==> src/rtl/imem_fetch_ctrl_pkg.sv <==
// Shared types for the instruction-fetch controller: default widths, fetch FSM
// encoding and the fetch-buffer entry layout.
package imem_fetch_ctrl_pkg;

  localparam int ADDR_W_DEF   = 10;
  localparam int DATA_W_DEF   = 32;
  localparam int FB_DEPTH_DEF = 2;

  typedef enum logic {
    FETCH = 1'b0,
    HALT  = 1'b1
  } fetch_state_e;

  typedef struct packed {
    logic [DATA_W_DEF-1:0] data;
    logic [ADDR_W_DEF-1:0] pc;
  } fb_entry_t;

endpackage

==> src/rtl/imem_fetch_ctrl_fetch_fifo.sv <==
// Small synchronous FIFO holding fetched {data, pc} entries. Flush empties it
// in one cycle; push is accepted when not full or when a pop frees a slot.
module fetch_fifo #(
  parameter int DEPTH = 2,
  parameter int WIDTH = 42,
  localparam int PW   = (DEPTH > 1) ? $clog2(DEPTH) : 1,
  localparam int CW   = PW + 1
) (
  input  logic             clk,
  input  logic             rst_n,
  input  logic             push,
  input  logic             pop,
  input  logic             flush,
  input  logic [WIDTH-1:0] wdata,
  output logic [WIDTH-1:0] rdata,
  output logic [CW-1:0]    count,
  output logic             full,
  output logic             empty
);

  logic [WIDTH-1:0] mem [DEPTH];
  logic [PW-1:0]    rd_ptr;
  logic [PW-1:0]    wr_ptr;
  logic             do_push;
  logic             do_pop;

  assign full    = (count == CW'(DEPTH));
  assign empty   = (count == '0);
  assign do_pop  = pop && !empty;
  assign do_push = push && (!full || do_pop);
  assign rdata   = mem[rd_ptr];

  always_ff @(posedge clk or negedge rst_n) begin
    if (!rst_n) begin
      rd_ptr <= '0;
      wr_ptr <= '0;
      count  <= '0;
    end else if (flush) begin
      rd_ptr <= '0;
      wr_ptr <= '0;
      count  <= '0;
    end else begin
      if (do_push) wr_ptr <= wr_ptr + PW'(1);
      if (do_pop)  rd_ptr <= rd_ptr + PW'(1);
      count <= count + CW'(do_push) - CW'(do_pop);
    end
  end

  // Storage needs no reset: reads are only meaningful while count is nonzero.
  always_ff @(posedge clk) begin
    if (do_push && !flush) mem[wr_ptr] <= wdata;
  end

endmodule

==> src/rtl/imem_fetch_ctrl.sv <==
// Instruction fetch controller: owns the PC, drives the combinational IMemory
// address, buffers fetched words and hands them to decode; redirect and halt/resume.
module imem_fetch_ctrl
  import imem_fetch_ctrl_pkg::*;
#(
  parameter int          ADDR_W   = ADDR_W_DEF,
  parameter int          DATA_W   = DATA_W_DEF,
  parameter int          FB_DEPTH = FB_DEPTH_DEF,
  parameter logic [ADDR_W-1:0] RESET_PC = '0
) (
  input  logic              clk,
  input  logic              rst_n,
  output logic [ADDR_W-1:0] imem_addr,
  input  logic [DATA_W-1:0] imem_data,
  output logic              instr_valid,
  input  logic              instr_ready,
  output logic [DATA_W-1:0] instr_data,
  output logic [ADDR_W-1:0] instr_pc,
  input  logic              redirect_valid,
  input  logic [ADDR_W-1:0] redirect_pc,
  input  logic              halt_req,
  input  logic              resume,
  output logic              halted
);

  localparam int EW = DATA_W + ADDR_W;
  localparam int CW = $clog2(FB_DEPTH) + 1;

  fetch_state_e      state_q;
  fetch_state_e      state_d;
  logic [ADDR_W-1:0] pc_q;
  logic              fetch_en;
  logic              push;
  logic              pop;
  logic [EW-1:0]     head;
  logic [CW-1:0]     fb_count;
  logic              fb_full;
  logic              fb_empty;

  // Decode handshake: an entry moves to decode on any edge where instr_valid and
  // instr_ready are both high; head data/pc hold while valid is high and ready low.
  assign instr_valid = !fb_empty;
  assign pop         = instr_valid && instr_ready;
  assign push        = fetch_en && !redirect_valid && (!fb_full || pop);
  assign imem_addr   = pc_q;
  assign instr_data  = instr_valid ? head[EW-1:ADDR_W] : '0;
  assign instr_pc    = instr_valid ? head[ADDR_W-1:0]  : '0;

  always_ff @(posedge clk or negedge rst_n) begin
    if (!rst_n) state_q <= FETCH;
    else        state_q <= state_d;
  end

  // halt_req dominates resume; redirect never changes the state.
  always_comb begin
    state_d = state_q;
    case (state_q)
      FETCH:   if (halt_req) state_d = HALT;
      HALT:    if (resume && !halt_req) state_d = FETCH;
      default: state_d = FETCH;
    endcase
  end

  always_comb begin
    fetch_en = (state_q == FETCH);
    halted   = (state_q == HALT);
  end

  always_ff @(posedge clk or negedge rst_n) begin
    if (!rst_n)              pc_q <= RESET_PC;
    else if (redirect_valid) pc_q <= redirect_pc;
    else if (push)           pc_q <= pc_q + ADDR_W'(1);
  end

  fetch_fifo #(
    .DEPTH (FB_DEPTH),
    .WIDTH (EW)
  ) u_fifo (
    .clk   (clk),
    .rst_n (rst_n),
    .push  (push),
    .pop   (pop),
    .flush (redirect_valid),
    .wdata ({imem_data, pc_q}),
    .rdata (head),
    .count (fb_count),
    .full  (fb_full),
    .empty (fb_empty)
  );

  always_ff @(posedge clk) begin
    if (rst_n) assert (fb_empty == (fb_count == '0));
  end

endmodule

==> config.mk <==
export PLATFORM = sky130hd
export DESIGN_NAME = imem_fetch_ctrl
export DESIGN_NICKNAME = d
export VERILOG_FILES = /design/src/rtl/imem_fetch_ctrl_pkg.sv /design/src/rtl/imem_fetch_ctrl_fetch_fifo.sv /design/src/rtl/imem_fetch_ctrl.sv
export SDC_FILE = /design/constraint.sdc
export NUM_CORES = 1
export LEC_CHECK = 0
export CORE_MARGIN = 1
export CORE_UTILIZATION = 51
export CTS_BUF_LIST = sky130_fd_sc_hd__clkbuf_8
export CTS_CLUSTER_SIZE = 40
export DETAILED_ROUTE_END_ITERATION = 16
export PLACE_DENSITY = 0.8
export SLEW_MARGIN = 20
export SYNTH_ARGS = -nofsm -noshare
export SYNTH_HDL_FRONTEND = slang
export SYNTH_SLANG_ARGS = --single-unit
==> constraint.sdc <==
create_clock -name clk -period 6.4 [get_ports clk]
set_input_delay 0.96 -clock clk [delete_from_list [all_inputs] [get_ports clk]]
set_output_delay 0.96 -clock clk [all_outputs]
set_load 0.02 [all_outputs]
Word-level counts from Yosys, hierarchy flattened
Memory sizes are Yosys's and may differ from the RTL's.
Index checks and enable logic that the tools add are counted.
{"block": "op_classes", "bitwise_logic": 1, "addsub": 5, "eq_ne": 1, "mux": 14, "reduce_logical": 17}
{"operator": "32-bit two-way mux", "count": 1}
{"operator": "10-bit two-way mux", "count": 3}
{"operator": "10-bit by 1-bit adder with 10-bit output, second input constant", "count": 1}
{"operator": "1-bit two-way mux", "count": 8}
{"operator": "1-bit logical AND", "count": 7}
{"operator": "2-bit nonzero test", "count": 3}
{"operator": "1-bit logical NOT", "count": 4}
{"operator": "1-bit adder, second input constant", "count": 2}
{"operator": "2-bit by 1-bit adder with 2-bit output", "count": 1}
{"operator": "2-bit equality test, second input constant", "count": 1}
{"operator": "2-bit logical NOT", "count": 1}
{"operator": "1-bit logical OR", "count": 2}
{"operator": "2-bit two-way mux", "count": 1}
{"operator": "1-bit one-hot mux with 2 select lines", "count": 1}
{"operator": "2-bit by 1-bit subtractor with 2-bit output", "count": 1}
{"operator": "1-bit NOT", "count": 1}
{"block": "totals", "ff_bits": 15, "ram_bits": 84, "out_inout_bits": 54, "mem_count": 1, "wordCells": 44}
{"name": "u_fifo.mem", "depth": 2, "width": 42, "rd": 1, "rd_ports_with_merged_regs": 0, "write_ports": 1, "line": "imem_fetch_ctrl_fetch_fifo.sv:21", "text": "logic [WIDTH-1:0] mem [DEPTH];"}

Depth between registers and ports, before layout
{"block": "depth", "word_depth": 9, "depth_mapped": 8, "mapped_depth_nobuf": 8}

Cells and area by module
A second synthesis with hierarchy kept.
{"block": "unflattened", "hier_cells": 282, "hier_area_um2": 4261.6}
{"module": "fetch_fifo", "n_inst": 1, "cells_per_inst": 160, "seq_area_each_um2": 2622.5, "area_per_inst_um2": 3280.6}
{"module": "imem_fetch_ctrl", "n_inst": 1, "cells_per_inst": 122, "seq_area_each_um2": 275.3, "area_per_inst_um2": 980.9}

Worst setup path before layout
No wires, ideal clock.
{"block": "synth_timing", "kind": "input port to flip-flop", "start": "input redirect_valid", "end": "memory u_fifo.mem[0][0] (enable)", "arrival_ns": 5.254, "setup_ns": 0.546, "slack_ns": 0.600, "t_required_ns": 5.854, "cell_stages": 2, "path_cell_list": "clkbuf_1 > nor4_1"}
{"block": "synth_via", "elab_chain_len": 7}
{"item": "start, declared", "line": "imem_fetch_ctrl.sv:19", "text": "input logic redirect_valid,"}
{"item": "1-bit logical NOT (*)", "line": "imem_fetch_ctrl_fetch_fifo.sv:51, imem_fetch_ctrl.sv:44"}
{"item": "1-bit logical AND (2 in a row)", "line": "imem_fetch_ctrl.sv:44", "text": "assign push = fetch_en && !redirect_valid && (!fb_full || pop);"}
{"item": "1-bit logical AND", "line": "imem_fetch_ctrl_fetch_fifo.sv:30", "text": "assign do_push = push && (!full || do_pop);"}
{"item": "1-bit logical AND (*)", "line": "imem_fetch_ctrl_fetch_fifo.sv:51", "text": "if (do_push && !flush) mem[wr_ptr] <= wdata;"}
{"item": "1-bit two-way mux (*)", "line": "imem_fetch_ctrl_fetch_fifo.sv:51"}
{"item": "1-bit two-way mux (not written as such) (*)", "line": "imem_fetch_ctrl_fetch_fifo.sv:51"}
{"item": "end, declared", "line": "imem_fetch_ctrl_fetch_fifo.sv:21"}
Mark *: on every way between the ends. The rest lies on a longest branch, timed or not.

Final worst setup path
{"block": "layout_timing", "start": "register u_fifo.count[0]", "end": "output instr_data[5]"}
{"block": "layout_via", "elab_chain_len": 2}
{"item": "start, declared", "line": "imem_fetch_ctrl_fetch_fifo.sv:16", "text": "output logic [CW-1:0] count,"}
{"item": "start signal, assigned", "line": "imem_fetch_ctrl_fetch_fifo.sv:45", "text": "count <= count + CW'(do_push) - CW'(do_pop);"}
{"item": "2-bit logical NOT", "line": "imem_fetch_ctrl_fetch_fifo.sv:28", "text": "assign empty = (count == '0);"}
{"item": "32-bit two-way mux", "line": "imem_fetch_ctrl.sv:46", "text": "assign instr_data = instr_valid ? head[EW-1:ADDR_W] : '0;"}
{"item": "end, declared", "line": "imem_fetch_ctrl.sv:17", "text": "output logic [DATA_W-1:0] instr_data,"}
Every way passes these cells.

==> flow_metrics.tcl <==
set metrics [dict create \
    status "finished clean" \
    sw_frac_of_total 0.333 \
    skew_ps 6.85 \
    dp_hpwl_microns 4780 \
    netlist_area_sq_um 4010 \
    criticalPathCategory "reg2out" \
    whs_ps 546 \
    fillers 466 \
    pwr-share-seq 0.379 \
    syn-instance-count 264 \
    drt.antenna.violating_nets 0 \
    cts_hold_buf 0 \
    clockBufferDepth 2 \
    drt_iter0_markers 138 \
    clk_latency_ps 350 \
    path_clk_slew_ps 90 \
    period_minus_slack_ps 3320 \
    routed_via_density 5.02 \
    worst_pin_slew_ps 1010 \
    hold_end "u_fifo.mem[1][9]" \
    cts_tree "built" \
    layout-drive-gt1-share 0.0782 \
    placed_cell_area_sq_um 5120 \
    routed_wl_microns 7370 \
    tns_ps 0 \
    synthTopCellsByCount "edfxtp_1, nor2_1, mux2i_1" \
    ys_ff_latch 99 \
    stdcell_count 470 \
    cts_setup_buffers 0 \
    grt-ovfl-total 0 \
    area_delta_synth_final_pct 33.6 \
    grt_pass1_vias 2355 \
    htree_levels 3 \
    synth.yosys.seq_area_share 0.722 \
    start_util 0.541 \
    crit_path_max_fanout 43 \
    powerDensity_nw_per_um2 389 \
    relSlewSlack 0.327 \
    num_rows 31 \
    ctsResizeCount 0 \
    cap_violations 0 \
    cp-start-kind "flip-flop" \
    synthFlopType "edfxtp_1" \
    rsz0062_at_grt "no" \
    cts_made_buffers 9 \
    hold_viol_final 0 \
    postLayoutCellArea_sq_um 5360 \
    gp_congestion 0.739 \
    vdd_drop_max_mv 0.291 \
    die_area_sq_um 8220 \
    intPower_mw 1.39 \
    fmax_mhz 302 \
    n_antenna_cell 0 \
    die_x_microns 90.7 \
    syn_avg_cell_area_sq_um 15.2 \
    holdPathStages 0 \
    p_leak_nw 1.82 \
    synth_edf_count 84 \
    grt_max_degree 44 \
    ios 102 \
    yosysTopAreaCell "edfxtp_1" \
    grt_pass1_wl_microns 11600 \
    root_buffer "clkbuf_8" \
    io_buffer_count 101 \
    combPwrFrac 0.399 \
    worstPathArrival_ps 2360 \
    cts.sinks 99 \
    syn_nets 315 \
    synthArstFlopShare 0.152 \
    drc 0 \
    critPathRequiredTime_ps 5440 \
    maxSlewViolCount 0 \
    reg2reg_depth 8 \
    core_sq_um 7410 \
    grt.total_usage 0.187 \
    yosysWarnings 0 \
    fin_crit_sh 0.518 \
    worst-r2r-setup-slack_ps 3980 \
    dp_cells 454 \
    synth_top_area_frac 0.629 \
    nets 417 \
    worstReg2RegEnd "u_fifo.count[1]" \
    worstHoldStart "imem_addr[9]" \
    fp.dieH_microns 90.7 \
    yosysUniqueCellTypes 30 \
    antenna_found_initial 0 \
    clock_power_share 0.222 \
    hold_class "reg2reg" \
    switchingPower_uw 695 \
    first_pass_iters 4 \
    r2r_start "u_fifo.count[0]" \
    cp-end-kind "output port" \
    wl_per_cell_microns 15.7 \
    setup_viol 0 \
    synth_most_common_cell "edfxtp_1" \
    synth_area_leaders "edfxtp_1, mux2i_1, dfrtp_1" \
    dr_total_vias 2358 \
]
==> layer usage <==
metal / GRT usage / share of wire / vias to the layer above
li1: - / - / 1152
met1: 0.242 / 0.43 / 1112
met2: 0.304 / 0.50 / 82
met3: 0.0345 / 0.047 / 12
met4: 0.0927 / 0.021 / 0
met5: 0 / 0 / -
==> through the flow <==
stage          utilization  total power [mW]  worst slack (ps)
6_report             0.723              2.09              3080
2_1_floorplan            -              1.28               600
3_5_place_dp         0.691              1.64              2780
5_1_grt              0.723              2.19              2910
3_3_place_gp         0.691              1.63              2880
4_1_cts              0.723              2.10              3030
==> power by group through the flow <==
stage | Sequential [mW] | Combinational (mW) | Clock [mW]
floorplan | 0.798 | 0.478 | 0
global placement | 0.802 | 0.828 | 0
detailed placement | 0.805 | 0.840 | 0
CTS | 0.792 | 0.843 | 0.469
global route | 0.796 | 0.895 | 0.500
finish | 0.792 | 0.832 | 0.463
==> logic make-up (layout without fill, tap and decap cells) <==
group,Yosys count,count (layout),synth area share
AO/OA/AOI/OAI,9,9,0.0119
buffers and inverters,16,123,0.0184
AND/OR/NAND/NOR,79,79,0.0967
multiplexers,45,45,0.113
XOR/XNOR,13,13,0.0284
flip-flops,99,99,0.722
adder cells (fa/ha/maj),3,3,0.00936
==> layout by cell type (no fill, tap or decap), types with 2 or more instances in the layout <==
master,count
buf_4,2
bufinv_16,3
clkbuf_8,9
clkdlybuf4s50_1,101
dfrtp_1,14
edfxtp_1,84
ha_1,3
inv_1,4
inv_6,2
mux2_2,2
mux2i_1,43
nand2_1,11
nand3_1,3
nor2_1,47
nor3_1,4
nor4_2,2
nor4_4,2
o21ai_0,3
o21ai_1,5
xnor2_1,10
xor2_1,3
==> flip-flops by register name, indices dropped and copies added, names as in the netlist <==
signal         flops
u_fifo.mem        84
u_fifo.count       2
imem_addr         10
u_fifo.wr_ptr      1
halted             1
u_fifo.rd_ptr      1
==> cell type report <==
class | count | area, sq um | area share
timing repair buffer | 103 | 1030 | 0.191
tap | 99 | 124 | 0.0231
sequential | 99 | 2900 | 0.541
inverter | 4 | 15.0 | 0.00280
clock inverter | 7 | 115 | 0.0215
multi-input combinational | 149 | 1050 | 0.197
clock buffer | 9 | 124 | 0.0231
==> worst max-delay path by stage <==
| stage | slack [ps] | end | from |
|---|---|---|---|
| detailed placement | 2780 | u_fifo.mem[0][37] | redirect_valid |
| finish | 3080 | instr_data[5] | u_fifo.count[0] |
| floorplan | 600 | u_fifo.mem[0][0] | redirect_valid |
| global route | 2910 | instr_data[1] | u_fifo.count[0] |
| CTS | 3030 | instr_data[1] | u_fifo.count[0] |
| global placement | 2880 | u_fifo.mem[0][36] | redirect_valid |
==> critical path, cell delays in order (launching register included) <==
cell and delay (ps):
dfrtp_1 440, nor2_4 790, nor2_1 170, clkdlybuf4s50_1 590
Power figures use the tool's default switching activity.
